===== src/rtl/time_pkg.sv =====
// Shared widths, limits, request indices and BCD increment helpers for the
// HH:MM:SS time keeper.
package time_pkg;

  localparam int HRS_D_W = 2;
  localparam int DIG_W   = 4;
  localparam int TENS_W  = 3;

  localparam int SEC_MAX = 59;
  localparam int MIN_MAX = 59;
  localparam int HRS_MAX = 23;

  localparam int REQ_TICK = 0;
  localparam int REQ_SEC  = 1;
  localparam int REQ_MIN  = 2;
  localparam int REQ_HRS  = 3;
  localparam int NUM_REQ  = 4;

  typedef struct packed {
    logic [TENS_W-1:0] tens;
    logic [DIG_W-1:0]  units;
    logic              wrap;
  } bcd60_t;

  typedef struct packed {
    logic [HRS_D_W-1:0] tens;
    logic [DIG_W-1:0]   units;
  } bcd24_t;

  // Two-digit BCD increment in 00..max_val; wrap flags the roll back to 00.
  function automatic bcd60_t inc_base60(input logic [TENS_W-1:0] tens,
                                        input logic [DIG_W-1:0]  units,
                                        input int                max_val);
    bcd60_t r;
    r.tens  = tens;
    r.units = units + DIG_W'(1);
    r.wrap  = 1'b0;
    if (tens == TENS_W'(max_val / 10) && units == DIG_W'(max_val % 10)) begin
      r.tens  = '0;
      r.units = '0;
      r.wrap  = 1'b1;
    end else if (units == DIG_W'(9)) begin
      r.tens  = tens + TENS_W'(1);
      r.units = '0;
    end
    return r;
  endfunction

  function automatic bcd24_t inc_hours(input bcd24_t h);
    bcd24_t r;
    if (h.tens == HRS_D_W'(HRS_MAX / 10) && h.units == DIG_W'(HRS_MAX % 10)) begin
      r = '0;
    end else if (h.units == DIG_W'(9)) begin
      r.tens  = h.tens + HRS_D_W'(1);
      r.units = '0;
    end else begin
      r.tens  = h.tens;
      r.units = h.units + DIG_W'(1);
    end
    return r;
  endfunction

endpackage


===== src/rtl/time_req_arbiter.sv =====
// Pending-request register (a new request wins over the clear of its own flag)
// and fixed-priority one-hot grant, lowest index first.
module time_req_arbiter
  import time_pkg::*;
(
  input  logic               clk,
  input  logic               reset_n,
  input  logic [NUM_REQ-1:0] req_i,
  output logic [NUM_REQ-1:0] pending_o,
  output logic [NUM_REQ-1:0] grant_o
);

  logic [NUM_REQ-1:0] pending_q;
  logic [NUM_REQ-1:0] pending_d;
  logic [NUM_REQ-1:0] grant;
  logic [NUM_REQ-1:0] taken;

  // taken[gi] is set when any lower-index (higher-priority) flag is pending.
  assign taken[0] = 1'b0;
  for (genvar gi = 0; gi < NUM_REQ; gi++) begin : g_prio
    assign grant[gi] = pending_q[gi] & ~taken[gi];
    if (gi < NUM_REQ - 1) begin : g_chain
      assign taken[gi+1] = taken[gi] | pending_q[gi];
    end
  end

  assign pending_d = (pending_q & ~grant) | req_i;

  always_ff @(posedge clk or negedge reset_n) begin
    if (!reset_n) begin
      pending_q <= '0;
    end else begin
      pending_q <= pending_d;
    end
  end

  assign pending_o = pending_q;
  assign grant_o   = grant;

endmodule


===== src/rtl/time_keeper_ctrl.sv =====
// Owns the HH:MM:SS BCD time registers: one-second prescaler, request
// arbitration and a single BCD update per clock.
module time_keeper_ctrl
  import time_pkg::*;
#(
  parameter int CLK_HZ = 31_500_000,
  parameter int CNT_W  = 26
) (
  input  logic       clk,
  input  logic       reset_n,
  input  logic       run_en,
  input  logic       adj_sec,
  input  logic       adj_min,
  input  logic       adj_hrs,
  output logic [1:0] hrs_d,
  output logic [3:0] hrs_u,
  output logic [2:0] min_d,
  output logic [3:0] min_u,
  output logic [2:0] sec_d,
  output logic [3:0] sec_u,
  output logic [3:0] color_offset,
  output logic [3:0] pending,
  output logic       sec_strobe
);

  logic [CNT_W-1:0]   cnt_q;
  logic               wrap_tick;
  logic [NUM_REQ-1:0] req;
  logic [NUM_REQ-1:0] grant;

  logic [HRS_D_W-1:0] hrs_d_q, hrs_d_d;
  logic [DIG_W-1:0]   hrs_u_q, hrs_u_d;
  logic [TENS_W-1:0]  min_d_q, min_d_d;
  logic [DIG_W-1:0]   min_u_q, min_u_d;
  logic [TENS_W-1:0]  sec_d_q, sec_d_d;
  logic [DIG_W-1:0]   sec_u_q, sec_u_d;
  logic [3:0]         color_q, color_d;
  logic               sec_strobe_q;

  bcd60_t sec_inc;
  bcd60_t min_inc;
  bcd24_t hrs_inc;

  assign wrap_tick = run_en && (cnt_q == CNT_W'(CLK_HZ - 1));

  always_ff @(posedge clk or negedge reset_n) begin
    if (!reset_n) begin
      cnt_q <= '0;
    end else if (run_en) begin
      cnt_q <= wrap_tick ? '0 : cnt_q + CNT_W'(1);
    end
  end

  assign req[REQ_TICK] = wrap_tick;
  assign req[REQ_SEC]  = adj_sec;
  assign req[REQ_MIN]  = adj_min;
  assign req[REQ_HRS]  = adj_hrs;

  time_req_arbiter u_arb (
    .clk       (clk),
    .reset_n   (reset_n),
    .req_i     (req),
    .pending_o (pending),
    .grant_o   (grant)
  );

  always_comb begin
    sec_inc = inc_base60(sec_d_q, sec_u_q, SEC_MAX);
    min_inc = inc_base60(min_d_q, min_u_q, MIN_MAX);
    hrs_inc = inc_hours({hrs_d_q, hrs_u_q});

    hrs_d_d = hrs_d_q;
    hrs_u_d = hrs_u_q;
    min_d_d = min_d_q;
    min_u_d = min_u_q;
    sec_d_d = sec_d_q;
    sec_u_d = sec_u_q;
    color_d = color_q;

    // Grant is one-hot, so at most one of these branches fires per edge.
    if (grant[REQ_TICK]) begin
      sec_d_d = sec_inc.tens;
      sec_u_d = sec_inc.units;
      if (sec_inc.wrap) begin
        min_d_d = min_inc.tens;
        min_u_d = min_inc.units;
        color_d = color_q + 4'd1;
        if (min_inc.wrap) begin
          hrs_d_d = hrs_inc.tens;
          hrs_u_d = hrs_inc.units;
        end
      end
    end else if (grant[REQ_SEC]) begin
      sec_d_d = sec_inc.tens;
      sec_u_d = sec_inc.units;
    end else if (grant[REQ_MIN]) begin
      min_d_d = min_inc.tens;
      min_u_d = min_inc.units;
      color_d = color_q + 4'd1;
    end else if (grant[REQ_HRS]) begin
      hrs_d_d = hrs_inc.tens;
      hrs_u_d = hrs_inc.units;
    end
  end

  always_ff @(posedge clk or negedge reset_n) begin
    if (!reset_n) begin
      hrs_d_q      <= '0;
      hrs_u_q      <= '0;
      min_d_q      <= '0;
      min_u_q      <= '0;
      sec_d_q      <= '0;
      sec_u_q      <= '0;
      color_q      <= '0;
      sec_strobe_q <= 1'b0;
    end else begin
      hrs_d_q      <= hrs_d_d;
      hrs_u_q      <= hrs_u_d;
      min_d_q      <= min_d_d;
      min_u_q      <= min_u_d;
      sec_d_q      <= sec_d_d;
      sec_u_q      <= sec_u_d;
      color_q      <= color_d;
      sec_strobe_q <= grant[REQ_TICK];
    end
  end

  assign hrs_d        = hrs_d_q;
  assign hrs_u        = hrs_u_q;
  assign min_d        = min_d_q;
  assign min_u        = min_u_q;
  assign sec_d        = sec_d_q;
  assign sec_u        = sec_u_q;
  assign color_offset = color_q;
  assign sec_strobe   = sec_strobe_q;

endmodule


===== config.mk =====
export PLATFORM = sky130hd
export DESIGN_NAME = time_keeper_ctrl
export DESIGN_NICKNAME = d
export VERILOG_FILES = /design/src/rtl/time_pkg.sv /design/src/rtl/time_req_arbiter.sv /design/src/rtl/time_keeper_ctrl.sv
export SDC_FILE = /design/constraint.sdc
export NUM_CORES = 1
export LEC_CHECK = 0
export CORE_ASPECT_RATIO = 0.6
export CORE_MARGIN = 2
export CORE_UTILIZATION = 49
export DETAILED_ROUTE_END_ITERATION = 10
export PLACE_DENSITY = 0.85
export SLEW_MARGIN = 0
export SYNTH_ARGS = -nofsm -noshare
export SYNTH_HDL_FRONTEND = slang
export SYNTH_SLANG_ARGS = --single-unit

===== constraint.sdc =====
create_clock -name clk -period 2.1 [get_ports clk]
set_input_delay 0.42 -clock clk [delete_from_list [all_inputs] [get_ports clk]]
set_output_delay 0.42 -clock clk [all_outputs]
set_load 0.1 [all_outputs]

==> results_dict.tcl, run 1 <==
set metrics [dict create \
    syn-cell-area_mm2 0.002824 \
    worstMarginPinSlew_ps 485.2 \
    drtAntennaViolNets 0 \
    end_kind "flop" \
    synth_most_common_cell "dfrtp_1" \
    place_hpwl_um 4786 \
    critPathMaxFanout 8 \
    final_core_util_pct 62.06 \
    synth_edf_count 0 \
    nets 351 \
    layout-drive-gt1-share_pct 27.03 \
    grt_pass1_vias 2269 \
    hold_buffers 0 \
    p_switching_uw 2670 \
    synth.avg_cell_area_um2 10.27 \
    grt_usage_pct 21.99 \
    core-area_mm2 0.005570 \
    cts_tree "done" \
    cp.required_ps 2280 \
    arrival_ps 2140 \
    fin_skew_ps 5.979 \
    pwr-share-clk_pct 11.5 \
    die-area_mm2 0.006406 \
    max_freq_mhz 510.7 \
    cts-root-buf "clkbuf_8" \
    drc 0 \
    p_comb_share_pct 54.4 \
    slew_violations 0 \
    run_status "finished clean" \
    yosysTopAreaCell "dfrtp_1" \
    std_cell_rows 21 \
    synthArstFlopShare_pct 100.0 \
    synth.area.top_cells "dfrtp_1 (49%), ha_1 (5.8%), xnor2_1 (5.3%), nand4_1 (4.0%), o21ai_0 (3.0%)" \
    switching_share_pct 54.22 \
    ys_warn_count 0 \
    grt_overflow 0 \
    ys_ff_latch 55 \
    whs_ps 56.43 \
    power_density_mw_per_mm2 1424 \
    hold_viol 0 \
    cts.sinks 55 \
    port_buffers 34 \
    first_iter_violations 152 \
    cts_buffer_depth 2 \
    ys_seq_area_share_pct 48.74 \
    finalCriticalPeriod_ps 1958 \
    drt-vias-per-instance 5.574 \
    wl_per_cell_um 15.49 \
    drt-total-wl_um 6399 \
    cp-start-kind "flop" \
    antennaDiodeCount 0 \
    setup_viol 0 \
    rsz0062_at_grt "no" \
    clk-insertion-delay-late_ps 300 \
    synth_cell_types 46 \
    routabilityCongestion 0.8660 \
    synth_cells 275 \
    fin_crit_sh_pct 93.25 \
    h-tree-depth 2 \
    synth_ff_type "dfrtp_1" \
    antenna_found_initial 0 \
    drt_pre_antenna_iters 5 \
    syn-num-nets 294 \
    io_pins 35 \
    area_growth_pct 22.42 \
    leakage_uw 0.001534 \
    vias 2302 \
    ir_worst_vdd_mv 1.327 \
    cts-buffers-inserted 5 \
    synth_top_area_share_pct 48.74 \
    crit_type "flop to flop" \
    intPower_uw 2254 \
    die_h_um 62.81 \
    fillers 474 \
    grt_pass1_wl_um 11120 \
    clk_pin_slew_ps 90 \
    die_w_um 102.0 \
    hold_path.class "input port to async pin" \
    initial_core_util_pct 50.70 \
    netlist_top_cells_count "dfrtp_1 (55), nand2_1 (22), nand4_1 (18)" \
    slew_headroom_pct 67.65 \
    grt_max_degree 37 \
    max_cap_viol_count 0 \
    seqPwrFrac_pct 34.1 \
]
state kept, by name (all words and copies together), names as in the netlist:
| signal | cells |
|---|---|
| hrs_u | 4 |
| color_offset | 4 |
| hrs_d | 2 |
| sec_strobe | 1 |
| sec_d | 3 |
| min_u | 4 |
| u_arb.pending_o | 4 |
| cnt_q | 26 |
| sec_u | 4 |
| min_d | 3 |
stage by stage:
| stage | power (uW) | setup TNS (ps) | setup slack (ps) | cell area [um^2] | instances |
|---|---|---|---|---|---|
| 5_1_grt | 5200 | 0 | 48.01 | 3457 | 413 |
| 4_1_cts | 4939 | 0 | 28.31 | 3433 | 411 |
| 2_1_floorplan | 3719 | 0 | 5.166 | 2854 | 275 |
| 6_report | 4924 | 0 | 141.8 | 3457 | 413 |
| 3_5_place_dp | 4366 | -3617 | -282.7 | 3352 | 403 |
| 3_3_place_gp | 4293 | -2370 | -257.9 | 3352 | 403 |
placed cells by master (no fill, tap or decap), types with 5 or more instances in the layout:
master,count
nand2_1,22
xor2_1,5
mux2_2,6
a21o_1,5
o21ai_0,17
nor4_1,6
o31ai_1,6
nand3_1,10
buf_4,51
nor3_1,5
dfrtp_2,13
xnor2_1,17
a21oi_1,12
ha_1,13
clkbuf_8,5
nand4_1,18
nor2_1,17
inv_1,9
dfrtp_1,39
or3_1,5
cell type report:
class | instances | area [um^2] | area share, %
inverters | 9 | 33.78 | 0.9772
clock inverters | 1 | 5.005 | 0.1448
well taps | 80 | 100.1 | 2.895
multi-input cells | 204 | 1388 | 40.14
clock buffers | 7 | 76.32 | 2.208
repair buffers | 57 | 450.4 | 13.03
flip-flops and latches | 55 | 1404 | 40.61
timing repair:
action                                  in CTS  in global routing
buffers inserted                             0                  2
endpoints found under the setup margin       0                 14
gates resized for setup                      0                  4
metal layers:
metal  GRT usage, %  routed length [um]
met3          4.698                 315
met1          34.37                3265
met5              0                   0
met2          31.25                2777
met4          4.667                  40
logic make-up after synthesis:
group	synth area share, %
simple gates	22.91
flops	48.74
compound gates	10.94
xor+xnor	6.823
buf+inv	2.437
fa+ha+maj	5.760
mux	2.392
path summary, 6_finish.rpt:
path	cells past startpoint	from	slack, ps	end
hold / removal	1	reset_n	60	cnt_q[0]
hold reg to reg	0	u_arb.pending_o[0]	490	sec_strobe
setup / recovery	6	cnt_q[0]	140	cnt_q[0]
min in group clk	0	u_arb.pending_o[0]	490	sec_strobe
max in group asynchronous	2	reset_n	1480	u_arb.pending_o[0]
setup reg to reg	6	cnt_q[0]	140	cnt_q[0]
critical path, cell delays in order, from the launching register on:
cell and delay (ps):
dfrtp_2 370, ha_1 190, nand4_1 150, or4b_4 530
nor4_4 300, buf_4 210, o21ai_0 100
power groups by stage:
stage	logic, uW	registers (uW)	clock network (uW)
final	2680	1680	564
after CTS	2660	1690	586
after detailed placement	2660	1710	0
after global routing	2830	1740	633
after floorplan	568	3150	0
after global placement	2610	1690	0
No activity file was read; power rests on OpenSTA's default activity.
==> inputs of run 2 (changes only) <==
- CAP_MARGIN: not set -> 20
- CORE_MARGIN: 2 -> 8
- GPL_ROUTABILITY_DRIVEN: not set -> 0
==> run 2 against run 1 <==
Largest power group unchanged. Critical path depth unchanged. Critical endpoint unchanged. Power increased by 2.5%. Count of clock-buffer cells in the layout decreased by 1.
==> results_dict.tcl, run 2 (synthesis gave the netlist of run 1 again) <==
set metrics [dict create \
    arrival_ps 2190 \
    crit_type "input port to flop" \
    cts-root-buf "clkbuf_8" \
    final-seq-area_mm2 0.001404 \
    vias 2334 \
    worstMarginPinSlew_ps 488.4 \
    whs_ps 473.6 \
    design_area_mm2 0.003478 \
    drt_pre_antenna_iters 4 \
    die-area_mm2 0.008528 \
    setup_viol 0 \
    grt_pass1_vias 2241 \
    power_uw 5047 \
    initial_core_util_pct 50.70 \
    grt_max_degree 49 \
    rr_worst_depth 6 \
    layout_common_cells "buf_4 (49), dfrtp_1 (39), nand2_1 (22)" \
    antennaDiodeCount 0 \
    slew_violations 0 \
    hold_path_depth 1 \
    slew_headroom_pct 67.44 \
    first_iter_violations 190 \
    post_cts_buffers 0 \
    drtAntennaViolNets 0 \
    h-tree-depth 2 \
    die_w_um 114.0 \
    fillers 461 \
    die_h_um 74.81 \
    finalCriticalPeriod_ps 2006 \
    clk-insertion-delay-late_ps 310 \
    nets 350 \
    max_freq_mhz 498.6 \
    cts_buffer_depth 2 \
    end_kind "flop" \
    clk_pin_slew_ps 100 \
    grt_usage_pct 15.59 \
    final_common_cell "buf_4" \
    ir_worst_vdd_mv 0.9021 \
    cp-start-kind "input port" \
    fin_crit_sh_pct 95.50 \
    port_buffers 34 \
    core-area_mm2 0.005570 \
    max_cap_viol_count 0 \
    hold_path.class "flop to flop" \
    layout-drive-gt1-share_pct 26.81 \
    largest_reg_flops 26 \
    area_growth_pct 23.17 \
    grt_overflow 0 \
    cp.required_ps 2290 \
    io_pins 35 \
    power_density_mw_per_mm2 1451 \
    leakage_uw 0.001529 \
    hold_viol 0 \
    drc 0 \
    drt-vias-per-instance 5.665 \
    run_status "finished clean" \
    largest_register "cnt_q" \
    postPlaceCellArea_mm2 0.003352 \
    critPathMaxFanout 4 \
    fin_skew_ps 6.235 \
    rsz0062_at_grt "no" \
    cts-buffers-inserted 5 \
    place_hpwl_um 4887 \
    cts_tree "done" \
    std_cell_rows 21 \
    antenna_found_initial 0 \
    wl_per_cell_um 15.60 \
    multiInputGateArea_mm2 0.001388 \
    grt_pass1_wl_um 10660 \
    drt-total-wl_um 6429 \
    cts.sinks 55 \
]
run 2: worst paths after layout:
path | to | slack (ps) | from
min reg2reg | color_offset[3] | 470 | color_offset[3]
max | cnt_q[0] | 90 | run_en
max in group asynchronous | min_u[0] | 1100 | reset_n
min | color_offset[3] | 470 | color_offset[3]
max reg2reg | cnt_q[0] | 120 | cnt_q[0]
min in group asynchronous | cnt_q[10] | 480 | reset_n
run 2: timing repair:
| action | 4_1_cts | 5_1_grt |
|---|---|---|
| endpoints found under the setup margin | 0 | 13 |
| endpoints found under the hold margin | 7 | 0 |
| hold buffers | 1 | 0 |
| resized for setup | 0 | 3 |
run 2: cell type report:
type	count	area share, %
clock buffer	6	2.086
clock inverter	2	1.079
timing repair buffer	56	12.73
tap	80	2.878
multi-input combinational	204	39.89
inverter	9	0.9712
sequential	55	40.36
run 2: metrics by stage:
stage / cells / utilization, % / TNS (ps) / setup slack, ps
after detailed placement: 403 / 60.18 / -3309 / -267.5
after CTS: 412 / 62.33 / 0 / 51.10
final: 412 / 62.44 / 0 / 94.48
after global placement: 403 / 60.18 / -2485 / -245.2
after floorplan: 275 / - / 0 / 5.166
after global routing: 412 / 62.44 / 0 / 5.750
run 2: power breakdown:
part,internal (uW),switching [uW]
sequential,1350,352
combinational,652,1990
clock,356,346
run 2: worst max-delay path: stages:
cell and delay [ps]:
clkdlybuf4s50_1 540, nand4_1 150, or4b_4 520, nor4_4 310, buf_4 170, o21ai_0 90
run 2: metal layers:
metal,vias up,GRT usage (%),part of all wire [%]
met2,73,23.01,44
li1,1120,-,-
met4,0,5.564,1.3
met1,1132,22.29,48
met3,9,2.962,6.6
met5,-,0,0
==> inputs of run 3 (changes only) <==
- CORE_UTILIZATION: 49 -> 55
- PLACE_DENSITY: 0.85 -> 0.89
- clock period: 2.1 -> 2.05 ns (I/O delays scaled with it)
==> run 3 against run 2 <==
First-iteration DRC count decreased by 39%. Die area decreased by 9.0%. Routed wire length rose by 5.7%. Sequential power is 5% higher. Register-to-register slack hardly changed. Sequential share of layout area is 0.45 points higher. Utilization up 6.5 points. Worst setup slack better by 23 ps. Count of clock-buffer cells in the layout is 2 higher. Critical path type is now flop to flop. Critical endpoint is now cnt_q[23]. Largest power group unchanged.
==> results_dict.tcl, run 3 (synthesis gave the netlist of run 1 again) <==
set metrics [dict create \
    grt_overflow 0 \
    core-area_mm2 0.005005 \
    post_cts_buffers 0 \
    nets 346 \
    leakage_uw 0.001523 \
    ir_worst_vdd_mv 1.232 \
    end_kind "flop" \
    switching_share_pct 54.18 \
    run_status "finished clean" \
    hold_path.class "flop to flop" \
    power_uw 5163 \
    drt-total-wl_um 6794 \
    max_cap_viol_count 0 \
    largest_reg_flops 26 \
    grt_pass1_wl_um 11130 \
    die_w_um 108.5 \
    first_iter_violations 116 \
    dp.cells 385 \
    finalCriticalPeriod_ps 1932 \
    rsz0062_at_grt "no" \
    worstMarginPinSlew_ps 410.5 \
    wl_per_cell_um 17.24 \
    cts-root-buf "clkbuf_8" \
    p_comb_share_pct 52.7 \
    area_growth_pct 22.24 \
    grt_usage_pct 18.21 \
    cts.sinks 55 \
    cts_buffer_depth 2 \
    final_common_cell "buf_4" \
    critPathMaxFanout 6 \
    die_h_um 71.51 \
    crit_type "flop to flop" \
    slew_violations 0 \
    grt_pass1_vias 2226 \
    cp-start-kind "flop" \
    intPower_uw 2366 \
    cp.required_ps 2290 \
    setup_slack_ps 117.9 \
    seqPwrFrac_pct 34.4 \
    port_buffers 34 \
    antennaDiodeCount 0 \
    hold_viol 0 \
    clk_pin_slew_ps 90 \
    std_cell_rows 20 \
    pwr-share-clk_pct 12.9 \
    clk-insertion-delay-late_ps 320 \
    fin_crit_sh_pct 94.25 \
    arrival_ps 2180 \
    drtAntennaViolNets 0 \
    power_density_mw_per_mm2 1496 \
    initial_core_util_pct 56.42 \
    drt_pre_antenna_iters 4 \
    setup_viol 0 \
    grt_max_degree 45 \
    cts-buffers-inserted 5 \
    cts_tree "done" \
    p_switching_uw 2797 \
    stdcell_count 394 \
    vias 2348 \
    whs_ps 477.3 \
    largest_register "cnt_q" \
    layout-drive-gt1-share_pct 27.74 \
    drt-vias-per-instance 5.959 \
    slew_headroom_pct 72.63 \
    h-tree-depth 2 \
    fin_skew_ps 8.258 \
    layout_common_cells "buf_4 (44), dfrtp_1 (37), nand2_1 (22)" \
    max_freq_mhz 517.6 \
    antenna_found_initial 0 \
    io_pins 35 \
    pre_cts_ws_ps -348.0 \
    drc 0 \
    place_hpwl_um 5096 \
    die-area_mm2 0.007759 \
]
run 3: worst paths after layout:
path / startpoint / endpoint / slack [ps] / cells past startpoint
min in group asynchronous: reset_n / cnt_q[3] / 510 / 2
min reg2reg: color_offset[3] / color_offset[3] / 480 / 1
max: cnt_q[2] / cnt_q[23] / 120 / 4
max in group asynchronous: reset_n / u_arb.pending_o[0] / 980 / 3
min: color_offset[3] / color_offset[3] / 480 / 1
max reg2reg: cnt_q[2] / cnt_q[23] / 120 / 4
run 3: what timing repair did:
action | CTS | global route
gates resized for setup | 2 | 3
pin swaps | 0 | 1
endpoints found under the hold margin | 11 | 0
hold buffers | 1 | 0
setup endpoints to repair | 2 | 15
run 3: cell type report:
class / instances / area (um^2)
repair buffers: 52 / 427.9
fillers: 383 / 1553
well taps: 66 / 82.58
multi-input cells: 204 / 1399
flip-flops and latches: 55 / 1409
inverters: 9 / 33.78
clock buffers: 8 / 100.1
run 3: stage by stage:
stage               utilization (%)  setup TNS [ps]  cell area (um^2)
global placement              66.57           -3524              3332
detailed placement            66.57           -4348              3332
finish                        68.98               0              3452
floorplan                         -               0              2869
CTS                           68.88               0              3447
global route                  68.98               0              3452
run 3: critical path, cell delays in order (launching register included):
cell and delay [ps]:
dfrtp_1 480, nand3_1 160, or4_4 600, or4_1 480
a21oi_1 150
run 3: power by group through the flow:
| stage | clock network, uW | logic, uW | registers, uW |
|---|---|---|---|
| floorplan | 0 | 582 | 3240 |
| global placement | 0 | 2660 | 1750 |
| detailed placement | 0 | 2730 | 1780 |
| CTS | 674 | 2740 | 1760 |
| global route | 723 | 2860 | 1820 |
| finish | 666 | 2720 | 1780 |
run 3: routing by layer:
layer / vias up / routed length (um) / GRT usage (%)
li1: 1109 / - / -
met1: 1123 / 3156 / 24.92
met2: 102 / 2977 / 26.75
met3: 14 / 534 / 4.834
met4: 0 / 125 / 7.089
met5: - / 0 / 0
==> variant: new RTL, config.mk and constraints of run 3 <==
The output `sec_strobe` loses its register stage (`sec_strobe_q` becomes a continuous assignment).
--- a/src/rtl/time_keeper_ctrl.sv
+++ b/src/rtl/time_keeper_ctrl.sv
@@ -113,5 +113,4 @@
       sec_u_q      <= '0;
       color_q      <= '0;
-      sec_strobe_q <= 1'b0;
     end else begin
       hrs_d_q      <= hrs_d_d;
@@ -122,7 +121,8 @@
       sec_u_q      <= sec_u_d;
       color_q      <= color_d;
-      sec_strobe_q <= grant[REQ_TICK];
     end
   end
+
+  assign sec_strobe_q = grant[REQ_TICK];
 
   assign hrs_d        = hrs_d_q;
Formal check against the unedited RTL: same outputs for any inputs over 10 cycles, from zero or initial values and one cycle with reset_n low; that may be too few to reach the edited logic, so the function may still have changed.
==> variant against run 3 <==
  * Critical path depth rose by 1
  * Sequential cell count fell by 1
  * Worst setup slack got worse by 0.0073 ns
  * Wire length rose by 0.59%
  * Via count fell by 0.13%
  * Power fell by 0.47%
  * Largest power group unchanged
  * Utilization fell by 0.055 points
  * Non-clock buffer count rose by 2
  * Critical endpoint is now min_d[0]$_DFFE_PN0P_
  * Area after synthesis fell by 0.62%
  * Design area fell by 0.58%
==> variant: results <==
<?xml version="1.0" encoding="UTF-8"?>
<metrics>
  <group name="global_route">
    <metric name="use_met2" unit="">0.288</metric>
    <metric name="global_route.usage.met3" unit="">0.0376</metric>
    <metric name="grt_pass1_vias" unit="">2292</metric>
    <metric name="grt_usage" unit="">0.189</metric>
    <metric name="use_met1" unit="">0.260</metric>
    <metric name="grt_start_max_net_pins" unit="">55</metric>
    <metric name="wire_length_of_the_first_global_routing_pass" unit="um">11700</metric>
  </group>
  <group name="worst_setup_path">
    <metric name="timing.reg2reg.worst_path_depth" unit="">5</metric>
    <metric name="worst_r2r_endpoint" unit="">min_d[0]$_DFFE_PN0P_</metric>
    <metric name="r2r-start" unit="">sec_u[0]$_DFFE_PN0P_</metric>
    <metric name="crit_family" unit="">flip-flops</metric>
    <metric name="critPathMaxFanout" unit="">10</metric>
    <metric name="cp_max_delay_cell" unit="">sky130_fd_sc_hd__dfrtp_4</metric>
    <metric name="critical-path-max-stage-delay" unit="ns">0.52</metric>
    <metric name="worst_reg2reg_setup_slack" unit="ns">0.11</metric>
  </group>
  <group name="pwr">
    <metric name="vdd_ir_drop_max" unit="mV">1.56</metric>
    <metric name="comb_power_share" unit="">0.539</metric>
    <metric name="power.switching" unit="W">0.00279</metric>
    <metric name="p_leak" unit="nW">1.51</metric>
  </group>
  <group name="placed_design">
    <metric name="placed_cells_incl_taps" unit="">387</metric>
    <metric name="post-dp-hpwl" unit="um">5040</metric>
    <metric name="post_dp_cell_area" unit="um2">3340</metric>
  </group>
  <group name="routing">
    <metric name="met1_wire_length" unit="um">3130</metric>
    <metric name="detailedRoute.firstIterationViolations" unit="">182</metric>
    <metric name="met3RoutedLength" unit="um">379</metric>
    <metric name="route.met2.wl" unit="um">3200</metric>
  </group>
  <group name="timing">
    <metric name="timing_worst_slew_pin_value" unit="ns">0.493</metric>
    <metric name="skew" unit="ns">0.00694</metric>
    <metric name="timing.fmax" unit="MHz">516</metric>
  </group>
  <group name="final_layout">
    <metric name="proportion_of_layout_cells_with_a_drive_suffix_above_1" unit="">0.274</metric>
    <metric name="stdcell_count" unit="">395</metric>
    <metric name="fillCellCount" unit="">362</metric>
    <metric name="finalNetCount" unit="">347</metric>
  </group>
  <group name="synthesis">
    <metric name="synth.yosys.seq_area_share" unit="">0.481</metric>
    <metric name="top_cells_by_area_in_the_synthesized_netlist" unit="">sky130_fd_sc_hd__dfrtp_1 48%, sky130_fd_sc_hd__ha_1 5.8%, sky130_fd_sc_hd__xnor2_1 5.3%</metric>
  </group>
  <group name="clocking">
    <metric name="cts.repair.resized" unit="">1</metric>
    <metric name="cts_inserted_buffers" unit="">5</metric>
  </group>
  <group name="run_status">
    <metric name="status" unit="">finished, final reports clean</metric>
  </group>
</metrics>
-- variant: changes by cell type after synthesis, sizes merged --
cell / delta
dfrtp: -1
buf: +1
-- variant: final cells by class --
type / instances / area (um2) / area share
well taps: 66 / 82.6 / 0.0241
clock buffers: 8 / 90.1 / 0.0262
inverters: 9 / 33.8 / 0.00984
flip-flops and latches: 54 / 1380 / 0.402
repair buffers: 54 / 449 / 0.131
multi-input cells: 204 / 1400 / 0.406
-- variant: logic make-up after synthesis --
group / count (synthesis) / share of synthesized area
buffers and inverters: 17 / 0.0272
AOI/OAI and AO/OA: 50 / 0.110
and+or+nand+nor: 113 / 0.231
DFF: 54 / 0.481
xor gates and xnor gates: 22 / 0.0687
adders and majority gates: 13 / 0.0580
muxes: 6 / 0.0241
-- variant: stage by stage --
step                      hold WS, ns  total power [W]
after floorplan                 0.114          0.00380
after global placement          0.420          0.00442
after detailed placement        0.423          0.00453
after CTS                      0.0939          0.00515
after global routing            0.101          0.00536
final                          0.0698          0.00514
